[src/rtl/voice_bus_regs.sv]
// voice_bus_regs: bus responder for one synth voice.
//
// Brings the asynchronous parallel register bus (BusAddress/BusData/BusReadWrite/BusClock)
// into the Clock domain. It decodes a 4-register window at BASE_ADDR..BASE_ADDR+3 and holds
// the voice control registers. It also emits one-cycle gate edge events for the
// envelope/oscillator.
//
// Register map (offset from BASE_ADDR):
//   0  Incr        [7:0] phase increment
//   1  Gate        [0]   gate level
//   2  WaveType    [1:0] waveform select
//   3  PulseWidth  [7:0] square duty (reset PW_RESET)
//
// Ports:
//   Clock        in    system clock, rising edge
//   Reset        in    asynchronous, active-high
//   BusAddress   in    register address, async to Clock
//   BusData      inout write data in; readback out when enabled, otherwise Z
//   BusReadWrite in    1 = write, 0 = read
//   BusClock     in    transaction strobe, commit on rising edge
//   Incr, Gate, WaveType, PulseWidth  out  register contents
//   GateOn / GateOff  out  one-Clock pulse on Gate 0->1 / 1->0
//   WriteStrobe       out  one-Clock pulse per accepted write
//
// Optional feature: define VOICE_BUS_READBACK_EN to drive register readback onto BusData
// while a read to the window is strobed. Without it BusData is never driven.
module voice_bus_regs #(
  parameter logic [15:0] BASE_ADDR = 16'h0010,
  parameter logic [7:0]  PW_RESET  = 8'h80
) (
  input  logic        Clock,
  input  logic        Reset,
  input  logic [15:0] BusAddress,
  inout  wire  [7:0]  BusData,
  input  logic        BusReadWrite,
  input  logic        BusClock,
  output logic [7:0]  Incr,
  output logic        Gate,
  output logic [1:0]  WaveType,
  output logic [7:0]  PulseWidth,
  output logic        GateOn,
  output logic        GateOff,
  output logic        WriteStrobe
);

  // True when addr lies in BASE_ADDR..BASE_ADDR+3 (full 16-bit compare).
  function automatic logic in_window(input logic [15:0] addr);
    logic [15:0] off;
    off = addr - BASE_ADDR;
    return (addr >= BASE_ADDR) && (off < 16'd4);
  endfunction

  // ---------------------------------------------------------------------------
  // Synchroniser
  // ---------------------------------------------------------------------------
  logic        bclk_s1_q, bclk_s2_q, bclk_s3_q;
  logic [15:0] addr_s1_q, addr_s2_q;
  logic [7:0]  data_s1_q, data_s2_q;
  logic        rw_s1_q, rw_s2_q;

  // BusClock flops reset to 1 so a strobe held high across reset release
  // cannot look like a rising edge; a fresh low-then-high is required.
  always_ff @(posedge Clock or posedge Reset) begin
    if (Reset) begin
      bclk_s1_q <= 1'b1;
      bclk_s2_q <= 1'b1;
      bclk_s3_q <= 1'b1;
      addr_s1_q <= '0;
      addr_s2_q <= '0;
      data_s1_q <= '0;
      data_s2_q <= '0;
      rw_s1_q   <= 1'b0;
      rw_s2_q   <= 1'b0;
    end else begin
      bclk_s1_q <= BusClock;
      bclk_s2_q <= bclk_s1_q;
      bclk_s3_q <= bclk_s2_q;
      addr_s1_q <= BusAddress;
      addr_s2_q <= addr_s1_q;
      data_s1_q <= BusData;
      data_s2_q <= data_s1_q;
      rw_s1_q   <= BusReadWrite;
      rw_s2_q   <= rw_s1_q;
    end
  end

  // ---------------------------------------------------------------------------
  // Decode
  // ---------------------------------------------------------------------------
  logic        bclk_rise;
  logic        commit;
  logic [15:0] wr_off;

  assign bclk_rise = bclk_s2_q & ~bclk_s3_q;
  assign wr_off    = addr_s2_q - BASE_ADDR;
  assign commit    = bclk_rise & rw_s2_q & in_window(addr_s2_q);

  // ---------------------------------------------------------------------------
  // Register file and event pulses
  // ---------------------------------------------------------------------------
  logic [7:0] incr_q, incr_d;
  logic       gate_q, gate_d;
  logic [1:0] wave_q, wave_d;
  logic [7:0] pw_q, pw_d;
  logic       gate_on_q, gate_on_d;
  logic       gate_off_q, gate_off_d;
  logic       strobe_q, strobe_d;

  always_comb begin
    incr_d     = incr_q;
    gate_d     = gate_q;
    wave_d     = wave_q;
    pw_d       = pw_q;
    gate_on_d  = 1'b0;
    gate_off_d = 1'b0;
    strobe_d   = commit;
    if (commit) begin
      unique case (wr_off[1:0])
        2'd0: incr_d = data_s2_q;
        2'd1: begin
          gate_d = data_s2_q[0];
          // Pulses only on an actual level change; rewriting the same value is silent.
          gate_on_d  = data_s2_q[0] & ~gate_q;
          gate_off_d = ~data_s2_q[0] & gate_q;
        end
        2'd2: wave_d = data_s2_q[1:0];
        2'd3: pw_d   = data_s2_q;
      endcase
    end
  end

  // Reset clears the gate without producing a GateOff pulse.
  always_ff @(posedge Clock or posedge Reset) begin
    if (Reset) begin
      incr_q     <= '0;
      gate_q     <= 1'b0;
      wave_q     <= '0;
      pw_q       <= PW_RESET;
      gate_on_q  <= 1'b0;
      gate_off_q <= 1'b0;
      strobe_q   <= 1'b0;
    end else begin
      incr_q     <= incr_d;
      gate_q     <= gate_d;
      wave_q     <= wave_d;
      pw_q       <= pw_d;
      gate_on_q  <= gate_on_d;
      gate_off_q <= gate_off_d;
      strobe_q   <= strobe_d;
    end
  end

  assign Incr        = incr_q;
  assign Gate        = gate_q;
  assign WaveType    = wave_q;
  assign PulseWidth  = pw_q;
  assign GateOn      = gate_on_q;
  assign GateOff     = gate_off_q;
  assign WriteStrobe = strobe_q;

  // ---------------------------------------------------------------------------
  // Readback
  // ---------------------------------------------------------------------------
`ifdef VOICE_BUS_READBACK_EN
  logic [15:0] rd_off;
  logic [7:0]  rd_data;
  logic        rd_en;

  // Combinational from the raw bus: the initiator samples while BusClock is high.
  assign rd_off = BusAddress - BASE_ADDR;
  assign rd_en  = ~Reset & ~BusReadWrite & BusClock & in_window(BusAddress);

  always_comb begin
    rd_data = '0;
    unique case (rd_off[1:0])
      2'd0: rd_data = incr_q;
      2'd1: rd_data = {7'b0, gate_q};
      2'd2: rd_data = {6'b0, wave_q};
      2'd3: rd_data = pw_q;
    endcase
  end

  assign BusData = rd_en ? rd_data : 8'hzz;
`else
  assign BusData = 8'hzz;
`endif

endmodule
[config.mk]
export PLATFORM = sky130hd
export DESIGN_NAME = voice_bus_regs
export DESIGN_NICKNAME = d
export VERILOG_FILES = /design/src/rtl/voice_bus_regs.sv
export SDC_FILE = /design/constraint.sdc
export NUM_CORES = 1
export LEC_CHECK = 0
export ABC_AREA = 1
export CAP_MARGIN = 10
export CORE_MARGIN = 10
export CORE_UTILIZATION = 40
export CTS_BUF_LIST = sky130_fd_sc_hd__clkbuf_8
export DETAILED_ROUTE_END_ITERATION = 10
export PLACE_DENSITY = 0.7
export SLEW_MARGIN = 20
export SYNTH_ARGS = -nofsm -noshare
export SYNTH_HDL_FRONTEND = slang
export SYNTH_SLANG_ARGS = --single-unit
[constraint.sdc]
create_clock -name Clock -period 1.85 [get_ports Clock]
set_input_delay 0.2775 -clock Clock [delete_from_list [all_inputs] [get_ports Clock]]
set_output_delay 0.2775 -clock Clock [all_outputs]
set_load 0.01 [all_outputs]
; ---- After elaboration in Yosys (flattened, before gate mapping)
; Cells that the tools add are included.
[totals]
reg_bits = 53
inputBits = 20
out_inout_bits = 30
wordCells = 40
[classes]
add_sub_neg = 1
magnitude_cmp = 2
eq_ne = 3
muxes = 4
n_bitwise = 8
reduce_logical = 6
[op_table]
columns = cell, count
row1 = $ge A16 B5 Y1 const B, 1
row2 = $lt A16 B3 Y1 const B, 1
row3 = $sub A16 B5 Y16 const B, 1
row4 = $reduce_and A2 Y1, 4
row5 = $and A1 B1 Y1, 5
row6 = $eq A2 B2 Y1 const B, 2
row7 = $mux W1, 4
row8 = $not A1 Y1, 3
row9 = $eq A2 B1 Y1 const B, 1
row10 = $logic_not A2 Y1, 1
row11 = $logic_and A1 B1 Y1, 1

; ---- Depth between registers and ports, before layout
[depth]
ltp_word = 5
mapped_depth = 9
ltp_nobuf = 9

; ---- Worst setup path after synthesis
; Ideal clock, no wire load.
[synth_path]
kind = reg-to-reg
startpoint = register bclk_s2_q
endpoint = register pw_q[6] (netlist: PulseWidth[6])
setup_ns = 0.118
arrival_ns = 1.202
t_required_ns = 1.732
path_slack_ns = 0.529
path_stages_with_launch = 10
n_path_buf = 0
synth_period_minus_slack_ns = 1.321
cell_sequence = dfstp_2 inv_1 nor2_1 nand2_1 nor2_2 inv_1 nor2_8 nand3_1 nand2_1 nand2_1
[synth_via]
elab_chain_len = 4
[synth_lines]
columns = element, line
row1 = "start, declared", 56  ; logic bclk_s1_q, bclk_s2_q, bclk_s3_q;
row2 = "start signal, assigned", 76  ; bclk_s2_q <= bclk_s1_q;
row3 = $and A1 B1 Y1, 94  ; assign bclk_rise = bclk_s2_q & ~bclk_s3_q;
row4 = $and A1 B1 Y1 (2 in a row), 96  ; assign commit = bclk_rise & rw_s2_q & in_window(addr_s2_q);
row5 = net commit, 91  ; logic commit;
row6 = $reduce_and A2 Y1 (no line), n/a
row7 = "end signal, assigned", 146  ; pw_q <= pw_d;
row8 = "end, declared", 104  ; logic [7:0] pw_q, pw_d;
; The timed path passes the listed nets, and every way through them passes these cells.
; A chain may end at the register's enable or synchronous reset.

; ---- Worst setup path after layout
[layout_path]
startpoint = register, netlist name Incr[0]
endpoint = output Incr[2]
[layout_rtl]
columns = element, line
row1 = "end, declared", 37  ; output logic [7:0] Incr,
; No word-level cell between the ends.

==> run metrics <==
Final Skew 0.00464 ns; IO Port Bufs 41; post-CTS resize count 0; CTS Root Cell clkbuf_8; R2R Setup Slk 0.43 ns; core box area 4030 µm²; GR Util All Layers 0.0825; antenna-violating nets left 0; post-CTS setup buffer count 0; ranking of synthesized cells by area dfrtp_1 64%, buf_4 9.9%, dfstp_2 6.3%; Startpoint Class flop; Yosys top cell by area dfrtp_1; final worst-path cycle share 0.885; # clock sinks 47; Die Area 7180 µm²; worst hold path class input port to async pin; Pwr Density 891 nW/µm²; Critical Path Max Stage Delay 0.59 ns; Hold Buf Count CTS 0; register area share after synthesis 0.705; Crit Path Max Fanout 9; leakage 0.00104 µW; routed wire length per instance 11.3 µm; final setup margin 0.212 ns; DRC viols 0; syn avg cell area 11.6 µm²; multi-input logic area 280 µm²; share of the synthesized area in the top cell type 0.642; Total Power 1910 µW; row cnt 23; count of cell types in the netlist 14; synthesis-to-layout area growth 28.1%; critical path's top delay family buffers and inverters; initial core utilization 0.416; fill cell count 342; Max Cap Viol 0; WP buf/inv 1; Routed WL 2.59 mm; Register Area 1180 µm²; Setup Viol. Count Final 0; Max Freq 611 MHz; height of the die 84.7 µm; Tmin final 1.64 ns; hpwl dp 2.05 mm; CP Class flop to output port; Antenna Cells 0; Iteration-0 DRC Markers 56; synthesized cell area 1680 µm²; htree depth 2; maximum VDD drop 546 µV; Synth Instances 144; Place WS 0.437 ns; IO Count 50; Clk Latency, worst-skew pair 0.30 ns; nets 199; Worst setup EP type output port; DRT Pass-1 Iters 4; die width 84.7 µm; critical path data arrival time 1.36 ns; YS warnings 0; Slowest-stage cell, CP clkdlybuf4s50_1; Pins Over Slew Limit 0; Clk pin slew, worst setup/hold paths 0.08 ns; leading cell type in the layout, fill and taps excluded dfrtp_1; share of cells above drive strength 1 0.111; critical path depth in cells 1; pin count of the biggest net entering global routing 48; vias per cell 4.10; Cell Chain, Critical Path clkdlybuf4s50_1; grt total ovfl 0; RSZ-0062 raised after global routing false; most frequent cells in the layout 43 x dfrtp_1, 41 x clkdlybuf4s50_1, 24 x nand2_1; CTS tree yes; #FFs+latches synth 47; outcome finished clean; r2r worst-path depth 9; endpoints failing hold 0; first-pass GRT wire length 4.84 mm; vias 944; vias in the first global route 1079; Required @ worst endpoint 1.57 ns; CTS max path bufs 2; GPL Wtd Cong 0.713; total CTS buffers 5; initial antenna violation count 0; setup TNS 0 ns
## logic make-up (layout without fill, tap and decap cells)
logic type	after synthesis	in the layout	synth area share
buf+inv	43	71	0.146
other cells	1	9	0.00224
flops	47	47	0.705
simple gates	53	53	0.147
## path summary, 6_finish.rpt
| path | end | start |
|---|---|---|
| worst max-delay path | Incr[2] | Incr[0]$_DFFE_PP0P_ |
| worst min-delay path | addr_s1_q[3]$_DFF_PP0_ | Reset |
| worst max register to register | PulseWidth[6]$_DFFE_PP0P_ | bclk_s2_q$_DFF_PP1_ |
| worst min register to register | addr_s2_q[6]$_DFF_PP0_ | addr_s1_q[6]$_DFF_PP0_ |
| max in group asynchronous | PulseWidth[7]$_DFFE_PP1P_ | Reset |
| min in group Clock | addr_s2_q[6]$_DFF_PP0_ | addr_s1_q[6]$_DFF_PP0_ |
## Yosys cell counts
master and number:
nand2_2 1, buf_4 22, nor2_1 17, nand4_2 1
nand4_1 5, nor2_2 2, inv_1 20, conb_1 1
inv_2 1, dfstp_2 4, dfrtp_1 43, nand2_1 24
nand3_1 2, nor2_8 1
## layer usage
metal / up-vias / GRT usage / share of wire
met5: - / 0 / 0
met4: 0 / 0.0344 / 0.015
met3: 7 / 0.0570 / 0.12
met2: 43 / 0.129 / 0.49
met1: 426 / 0.0839 / 0.37
li1: 468 / - / -
## where the power goes
group,internal [µW],switching [µW]
sequential,1070,18.5
combinational,47.7,46.4
clock,402,326
total,1520,391
## worst reg2reg max path, delay by kind of cell (launching register included)
family / cells / cell delay [ns]
buf+inv: 2 / 0.15
flops: 1 / 0.54
simple gates: 7 / 0.63
## final cells by class
class	count	area share
sequential	47	0.550
timing repair buffer	42	0.201
multi-input combinational	62	0.131
inverter	21	0.0367
clock buffer	5	0.0321
tap	50	0.0292
clock inverter	3	0.0204
## through the flow
step	utilization	hold slack [ns]	instance area, µm²	instances
4_1_cts	0.533	0.330	2150	230
2_1_floorplan	-	0.282	1710	152
3_5_place_dp	0.505	0.336	2030	222
3_3_place_gp	0.505	0.333	2030	222
6_report	0.533	0.320	2150	230
5_1_grt	0.533	0.336	2150	230
Note: power is estimated with default switching activity, not from simulation.
